$ cat config.mk
export PLATFORM = sky130hd
export DESIGN_NAME = mem_port_arbiter
export DESIGN_NICKNAME = d
export VERILOG_FILES = /design/src/rtl/mem_port_arbiter.sv
export SDC_FILE = /design/constraint.sdc
export NUM_CORES = 1
export LEC_CHECK = 0
export ABC_AREA = 1
export ABC_CLOCK_PERIOD_IN_PS = 1300
export BUFFER_PORTS_ARGS = -buffer_cell sky130_fd_sc_hd__buf_2
export CELL_PAD_IN_SITES_DETAIL_PLACEMENT = 1
export CELL_PAD_IN_SITES_GLOBAL_PLACEMENT = 1
export CORE_MARGIN = 4
export CORE_UTILIZATION = 21
export CTS_CLUSTER_SIZE = 10
export DETAILED_ROUTE_END_ITERATION = 12
export GPL_TIMING_DRIVEN = 0
export PLACE_DENSITY = 0.83
export SYNTH_ARGS = -nofsm -noshare
export SYNTH_HDL_FRONTEND = slang
export SYNTH_SLANG_ARGS = --single-unit
$ cat constraint.sdc
create_clock -name clk -period 1.3 [get_ports clk]
set_clock_uncertainty 0.05 [all_clocks]
set_input_delay 0.26 -clock clk [delete_from_list [all_inputs] [get_ports clk]]
set_output_delay 0.26 -clock clk [all_outputs]
set_load 0.02 [all_outputs]
$ cat src/rtl/mem_port_arbiter.sv
`default_nettype none
// ============================================================================
// Module   : mem_port_arbiter
// Purpose  : Shares one word-wide memory port between the ICache and DCache
//            line engines; sequences each granted line as LINE_WORDS beats.
//            Define ARB_ROUND_ROBIN_EN for round-robin contention handling,
//            otherwise the DCache has fixed priority.
// Revision : 1.0 - initial release
// ============================================================================
module mem_port_arbiter #(
    parameter int ADDR_W     = 32,
    parameter int DATA_W     = 32,
    parameter int LINE_WORDS = 8
) (
    input  logic                          clk,
    input  logic                          rst,
    input  logic                          ic_req,
    input  logic [ADDR_W-1:0]             ic_addr,
    output logic                          ic_rvalid,
    output logic [DATA_W-1:0]             ic_rdata,
    output logic                          ic_done,
    input  logic                          dc_req,
    input  logic                          dc_we,
    input  logic [ADDR_W-1:0]             dc_addr,
    input  logic [DATA_W-1:0]             dc_wdata,
    output logic                          dc_wready,
    output logic                          dc_rvalid,
    output logic [DATA_W-1:0]             dc_rdata,
    output logic                          dc_done,
    output logic [$clog2(LINE_WORDS)-1:0] xfer_idx,
    output logic                          mem_req,
    output logic                          mem_we,
    output logic [ADDR_W-1:0]             mem_addr,
    output logic [DATA_W-1:0]             mem_wdata,
    input  logic                          mem_ack,
    input  logic [DATA_W-1:0]             mem_rdata
);

    localparam int                 c_IDX_W    = $clog2(LINE_WORDS);
    localparam int                 c_OFF_W    = c_IDX_W + 2;
    localparam int                 c_LINE_W   = ADDR_W - c_OFF_W;
    localparam logic [c_IDX_W-1:0] c_LAST_IDX = c_IDX_W'(LINE_WORDS - 1);

    localparam logic [1:0] c_ST_IDLE = 2'd0;
    localparam logic [1:0] c_ST_XFER = 2'd1;
    localparam logic [1:0] c_ST_DONE = 2'd2;

    logic [1:0]          r_state;
    logic [1:0]          w_state_nxt;
    logic [c_IDX_W-1:0]  r_cnt;
    logic                r_grant_d;
    logic                r_we;
    logic [c_LINE_W-1:0] r_line;
    logic                w_any_req;
    logic                w_pick_d;
    logic                w_grant;
    logic                w_unused;

    // Offset bits of the request addresses are replaced by the beat counter.
    assign w_unused  = ^{ic_addr[c_OFF_W-1:0], dc_addr[c_OFF_W-1:0]};
    assign w_any_req = ic_req | dc_req;
    assign w_grant   = (r_state == c_ST_IDLE) && w_any_req;

`ifdef ARB_ROUND_ROBIN_EN
    logic r_last_d;

    always_ff @(posedge clk) begin
        if (rst) begin
            r_last_d <= 1'b0;
        end else if (w_grant) begin
            r_last_d <= w_pick_d;
        end
    end

    // Under contention the side that did not win last time takes the port.
    assign w_pick_d = dc_req & (~ic_req | ~r_last_d);
`else
    assign w_pick_d = dc_req;
`endif

    always_ff @(posedge clk) begin
        if (rst) begin
            r_state   <= c_ST_IDLE;
            r_cnt     <= '0;
            r_grant_d <= 1'b1;
            r_we      <= 1'b0;
            r_line    <= '0;
        end else begin
            r_state <= w_state_nxt;
            if (w_grant) begin
                r_grant_d <= w_pick_d;
                r_cnt     <= '0;
                r_we      <= w_pick_d & dc_we;
                r_line    <= w_pick_d ? dc_addr[ADDR_W-1:c_OFF_W]
                                      : ic_addr[ADDR_W-1:c_OFF_W];
            end else if ((r_state == c_ST_XFER) && mem_ack && (r_cnt != c_LAST_IDX)) begin
                r_cnt <= r_cnt + 1'b1;
            end
        end
    end

    always_comb begin
        w_state_nxt = r_state;
        mem_req     = 1'b0;
        mem_we      = 1'b0;
        mem_addr    = '0;
        ic_rvalid   = 1'b0;
        dc_rvalid   = 1'b0;
        dc_wready   = 1'b0;
        ic_done     = 1'b0;
        dc_done     = 1'b0;
        case (r_state)
            c_ST_IDLE: begin
                if (w_any_req) begin
                    w_state_nxt = c_ST_XFER;
                end
            end
            c_ST_XFER: begin
                mem_req  = 1'b1;
                mem_we   = r_we;
                mem_addr = {r_line, r_cnt, 2'b00};
                if (mem_ack) begin
                    ic_rvalid = ~r_grant_d;
                    dc_rvalid = r_grant_d & ~r_we;
                    dc_wready = r_grant_d & r_we;
                    if (r_cnt == c_LAST_IDX) begin
                        w_state_nxt = c_ST_DONE;
                    end
                end
            end
            c_ST_DONE: begin
                ic_done     = ~r_grant_d;
                dc_done     = r_grant_d;
                w_state_nxt = c_ST_IDLE;
            end
            default: begin
                w_state_nxt = c_ST_IDLE;
            end
        endcase
    end

    // Read data is a gated pass-through; validity comes from the rvalid strobes.
    assign xfer_idx  = r_cnt;
    assign mem_wdata = r_grant_d ? dc_wdata : '0;
    assign ic_rdata  = r_grant_d ? '0 : mem_rdata;
    assign dc_rdata  = r_grant_d ? mem_rdata : '0;

endmodule
`default_nettype wire

==> results.json, run 1 <==
{
  "outcome": "finished, violations left",
  "violations": "setup timing",
  "io_buffers": 258,
  "required_ns": 0.99,
  "dpl.hpwl_microns": 10600,
  "antenna_found_initial": 0,
  "final_core_util": 0.445,
  "clock_sinks": 34,
  "p_leak_nw": 3.29,
  "grt_usage": 0.174,
  "routed_wirelength_microns": 14100,
  "n_antenna_cell": 0,
  "path_clk_slew_ns": 0.06,
  "core_area_sq_um": 12700,
  "antenna_left": 0,
  "io_pins": 272,
  "grt_pass1_vias": 3976,
  "syn_inst": 504,
  "h-tree-depth": 2,
  "syn-mean-instance-area_sq_um": 5.40,
  "fmax_mhz": 607,
  "finalHoldWorstSlack_ns": 0.198,
  "tritoncts": "done",
  "row_count": 41,
  "hold_path.class": "primary input to flop",
  "setup_tns_ns": -32.22,
  "cts_buffers": 5,
  "ys_seq_elements": 34,
  "finalCritPeriodShare": 1.27,
  "drt_pre_antenna_iters": 4,
  "initial_utilization": 0.215,
  "drc": 0,
  "slew_violations": 0,
  "rsz0062_at_grt": "yes",
  "grt_start_max_net_pins": 13,
  "ir_worst_vdd_mv": 0.605,
  "fp.dieW_microns": 122,
  "grt_pass1_wl_microns": 20500,
  "die-area_sq_um": 14800,
  "viasPerCell": 4.10,
  "layout_setup_ws_ns": -0.346,
  "layout-drive-gt1-share": 0.517,
  "path_class": "flop to primary output",
  "seq_area_frac_synth": 0.250,
  "start_kind": "flop",
  "final-hold-violation-count": 0,
  "p_total_mw": 4.89,
  "gp_congestion": 0.819,
  "post_drt_wl_per_cell_microns": 14.8,
  "drtIter0Drc": 91,
  "cts_root_buffer": "clkbuf_16",
  "yosys_warnings": 0,
  "critPathArrivalTime_ns": 1.34,
  "cts_buffer_depth": 2,
  "min_period_ns": 1.65,
  "gr-total-overflow": 0,
  "area_growth_syn_to_layout_pct": 107,
  "p_per_area_nw_per_um2": 868,
  "drv_cap": 0,
  "ys_types": 23,
  "syn_area_sq_um": 2720,
  "nNetsFinal": 916,
  "clock_latency_ns": 0.27,
  "ctsHoldBuffers": 0,
  "crit_path_max_fanout": 11,
  "die_h_microns": 122,
  "dr_total_vias": 3903,
  "finalSetupViolCount": 158,
  "end_kind": "primary output",
  "fill_cells": 1676
}
-- routing by layer --
layer	wire, microns	part of all wire	GRT usage
met1	5510	0.39	0.202
met2	7430	0.53	0.325
met3	889	0.063	0.0427
met4	292	0.021	0.0301
met5	0	0	0
-- synthesized netlist by cell type, drive strengths merged --
library cell	n	area share
nand2	173	0.25
inv	141	0.20
nor2	84	0.12
dfxtp	34	0.25
o21ai	30	0.084
buf	19	0.054
clkbuf	7	0.0097
nand4	3	0.0069
nor3	3	0.0055
nor4	3	0.0069
a21oi	2	0.0051
ha	2	0.0092
nand3	2	0.0037
conb	1	0.0014
-- report_power, final --
part / internal [mW] / switching, mW / leakage (nW)
Sequential: 1.12 / 0.0394 / 0.281
Clock: 1.10 / 0.470 / 0.0940
Combinational: 0.889 / 1.27 / 2.92
-- area by class of cell --
cell class / count / area, sq um / share of cell area
timing repair buffer: 270 / 1900 / 0.337
multi-input combinational: 304 / 1790 / 0.318
sequential: 34 / 689 / 0.122
inverter: 141 / 541 / 0.0959
buffer: 24 / 309 / 0.0548
tap: 172 / 215 / 0.0382
clock buffer: 5 / 125 / 0.0222
clock inverter: 3 / 68.8 / 0.0122
-- registers in the layout, indices dropped and copies added, names as in the netlist --
name and flops:
xfer_idx 3, r_we 1, r_state 2, r_line 27
r_grant_d 1
-- worst max-delay path, cell delays in order, from the launching register on --
cell     delay (ns)
dfxtp_2        0.33
buf_6          0.14
buf_12         0.15
buf_12         0.15
nor2_2         0.14
buf_6          0.14
-- cell families (layout without fill, tap and decap cells) --
family | after synthesis | in the layout | synth area share
AO/OA/AOI/OAI | 32 | 32 | 0.0892
adder cells (fa/ha/maj) | 2 | 2 | 0.00919
buffers and inverters | 167 | 443 | 0.259
flip-flops | 34 | 34 | 0.250
other | 1 | 2 | 0.00138
AND/OR/NAND/NOR | 268 | 268 | 0.391
-- cell usage in the layout (no fill, tap or decap), types with 3 or more instances in the layout --
master	netlist	layout
clkbuf_8	0	3
dfxtp_1	34	31
o21ai_2	21	21
nor3_2	0	3
clkbuf_16	0	8
buf_4	3	41
nor2_4	2	52
buf_12	0	7
inv_4	1	3
o21ai_0	9	9
nor2_1	80	21
nand2_1	170	169
buf_6	7	66
nand4_1	3	3
buf_2	9	171
inv_1	140	136
nor2_2	2	11
-- what timing repair did --
item                                    CTS  global route
gates resized for setup                 228            89
gates cloned                              3             1
pin swaps                                 2             6
endpoints found under the setup margin  146           166
buffers inserted                          8             1
endpoints found under the hold margin     0             0
-- per-stage QoR --
step / cell area [sq um] / cells / setup WS (ns)
6_report: 5640 / 953 / -0.346
5_1_grt: 5640 / 953 / -0.411
4_1_cts: 5330 / 954 / -0.319
3_5_place_dp: 4270 / 935 / -0.425
3_3_place_gp: 4270 / 935 / -0.394
2_1_floorplan: 2770 / 505 / -0.0935
-- final timing paths --
path | startpoint | endpoint | depth (start not counted) | slack (ns)
hold reg to reg | r_line[6] | r_line[6] | 2 | 0.43
setup reg to reg | r_state[1] | r_we | 6 | -0.14
setup / recovery | r_grant_d | ic_rdata[12] | 5 | -0.35
hold / removal | dc_we | r_we | 3 | 0.20
(Power assumes the default switching activity.)
==> run 2: changes to the inputs <==
- ABC_AREA: 1 -> unset
- ABC_CLOCK_PERIOD_IN_PS: 1300 -> 2070
- CORE_UTILIZATION: 21 -> 25
- PLACE_DENSITY: 0.83 -> 0.88
- clock period: 1.3 -> 2.07 ns (I/O delays scaled with it)
==> results.json, run 2 <==
{
  "setup_tns_ns": 0,
  "gr-total-overflow": 0,
  "wl_met2_microns": 6990,
  "routed_wirelength_microns": 12700,
  "area_growth_syn_to_layout_pct": 58.6,
  "synth_area_leaders": "dfxtp_1 (26%), and2_1 (22%), a211oi_2 (13%), mux2i_1 (11%), nor2b_1 (7.7%)",
  "synthTopCellsByCount": "and2_1 (95), dfxtp_1 (34), nor2b_1 (33)",
  "drt_pre_antenna_iters": 4,
  "dr_total_vias": 3177,
  "post_cts_resized": 3,
  "yosys_warnings": 0,
  "h-tree-depth": 2,
  "cp_slowest_cell": "buf_1",
  "seq_area_frac_synth": 0.255,
  "slew_headroom": 0.476,
  "drtIter0Drc": 52,
  "antenna_found_initial": 2,
  "post_drt_wl_per_cell_microns": 17.9,
  "p_leak_nw": 2.23,
  "syn_area_sq_um": 2670,
  "regMostFlops": "r_line",
  "grt_pass1_wl_microns": 19400,
  "yosysMostFrequentCell": "and2_1",
  "highest_layer": "met4",
  "ctsHoldBuffers": 0,
  "end_kind": "primary output",
  "slew_violations": 0,
  "ys_types": 31,
  "hold_path.class": "primary input to flop",
  "initial_utilization": 0.257,
  "wl_met1_microns": 4770,
  "die_h_microns": 111,
  "cts_buffer_depth": 2,
  "timing.critical_path.buf_inv": 3,
  "viasPerCell": 4.47,
  "path_clk_slew_ns": 0.06,
  "fmax_mhz": 506,
  "syn_inst": 306,
  "finalCritPeriodShare": 0.955,
  "critPathArrivalTime_ns": 1.51,
  "postCtsSetupRepairBufs": 0,
  "grt_start_max_net_pins": 11,
  "core_area_sq_um": 10400,
  "ir_worst_vdd_mv": 0.268,
  "grt_pass1_vias": 3422,
  "cts_buffers": 5,
  "nNetsFinal": 708,
  "async_flop_share": 0,
  "cp_top_family": "buffers and inverters",
  "crit_path_max_fanout": 10,
  "pre_cts_slack_ns": 0.194,
  "tritoncts": "done",
  "multi_input_area_sq_um": 1800,
  "final_common_cell": "buf_2",
  "row_count": 37,
  "drc": 0,
  "drv_cap": 0,
  "required_ns": 1.61,
  "io_pins": 272,
  "tightest_slew_ns": 0.786,
  "io_buffers": 258,
  "cpPeakStageDelay_ns": 0.38,
  "min_period_ns": 1.98,
  "synthDominantCellAreaShare": 0.255,
  "largest_register_ffs": 27,
  "layout_common_cells": "buf_2 (261), and2_1 (95), nor2b_1 (33), dfxtp_1 (33), mux2i_1 (29)",
  "fp.dieW_microns": 111,
  "final-hold-violation-count": 0,
  "gp_congestion": 0.970,
  "cts_root_buffer": "clkbuf_8",
  "dpl.hpwl_microns": 11000,
  "finalSetupViolCount": 0,
  "syn-mean-instance-area_sq_um": 8.72,
  "die-area_sq_um": 12400,
  "layout-drive-gt1-share": 0.575,
  "path_cells": "clkbuf_2 > buf_1 > nor2b_1 > buf_2",
  "rsz0062_at_grt": "yes",
  "clock_latency_ns": 0.27,
  "yosysTopAreaCell": "dfxtp_1",
  "final_core_util": 0.408,
  "antenna_left": 0,
  "ys_seq_elements": 34,
  "synth_ff_type": "dfxtp_1",
  "p_per_area_nw_per_um2": 522,
  "clock_sinks": 34,
  "grt_usage": 0.196,
  "path_class": "flop to primary output",
  "route.met3.wl_microns": 777,
  "fill_cells": 1359,
  "synth_edf_count": 0,
  "regArea_sq_um": 682,
  "layout_setup_ws_ns": 0.0940,
  "start_kind": "flop",
  "finalHoldWorstSlack_ns": 0.372,
  "outcome": "completed"
}
## run 2: cells by family (layout without fill, tap and decap cells)
group	Yosys count	count (layout)	share of synthesized area
other	1	4	0.00141
AOI/OAI and AO/OA	58	58	0.203
muxes	29	29	0.109
xor gates and xnor gates	1	1	0.00328
adders and majority gates	2	2	0.00938
DFF	34	34	0.255
buffers and inverters	34	299	0.0727
and+or+nand+nor	147	147	0.347
## run 2: path summary, 6_finish.rpt
path / start / to / slack [ns] / cells past startpoint
min: dc_we / r_we / 0.37 / 3
max: r_grant_d / ic_rdata[15] / 0.09 / 4
min reg2reg: r_line[0] / r_line[0] / 0.47 / 2
max reg2reg: xfer_idx[0] / xfer_idx[2] / 0.46 / 5
## run 2: layout make-up
class | instances | share of cell area
repair buffers | 258 | 0.305
diodes | 2 | 0.00118
multi-input cells | 239 | 0.425
plain buffers | 33 | 0.0488
clock buffers | 7 | 0.0180
flip-flops and latches | 34 | 0.161
well taps | 136 | 0.0402
inverters | 1 | 0.000887
## run 2: layer usage
metal | track usage | vias up
li1 | - | 1555
met1 | 0.211 | 1474
met2 | 0.382 | 137
met3 | 0.0486 | 11
met4 | 0.0430 | 0
met5 | 0 | -
## run 2: power breakdown
group | leakage (nW) | internal, mW | switching, mW
combinational | 1.91 | 0.409 | 0.588
clock | 0.0383 | 0.232 | 0.230
sequential | 0.282 | 0.715 | 0.0340
total | 2.23 | 1.36 | 0.852
## run 2: worst reg2reg max path, delay by kind of cell, from the launching register on
family	cells	cell delay, ns
adder cells (fa/ha/maj)	2	0.41
flip-flops	1	0.35
multiplexers	1	0.24
AND/OR/NAND/NOR	2	0.42
## run 2: metrics by stage
step,cells,instance area (sq um),power (mW)
finish,710,4230,2.21
global route,710,4230,2.34
CTS,708,4220,2.24
detailed placement,701,4130,1.77
global placement,701,4130,1.74
floorplan,307,2670,1.38
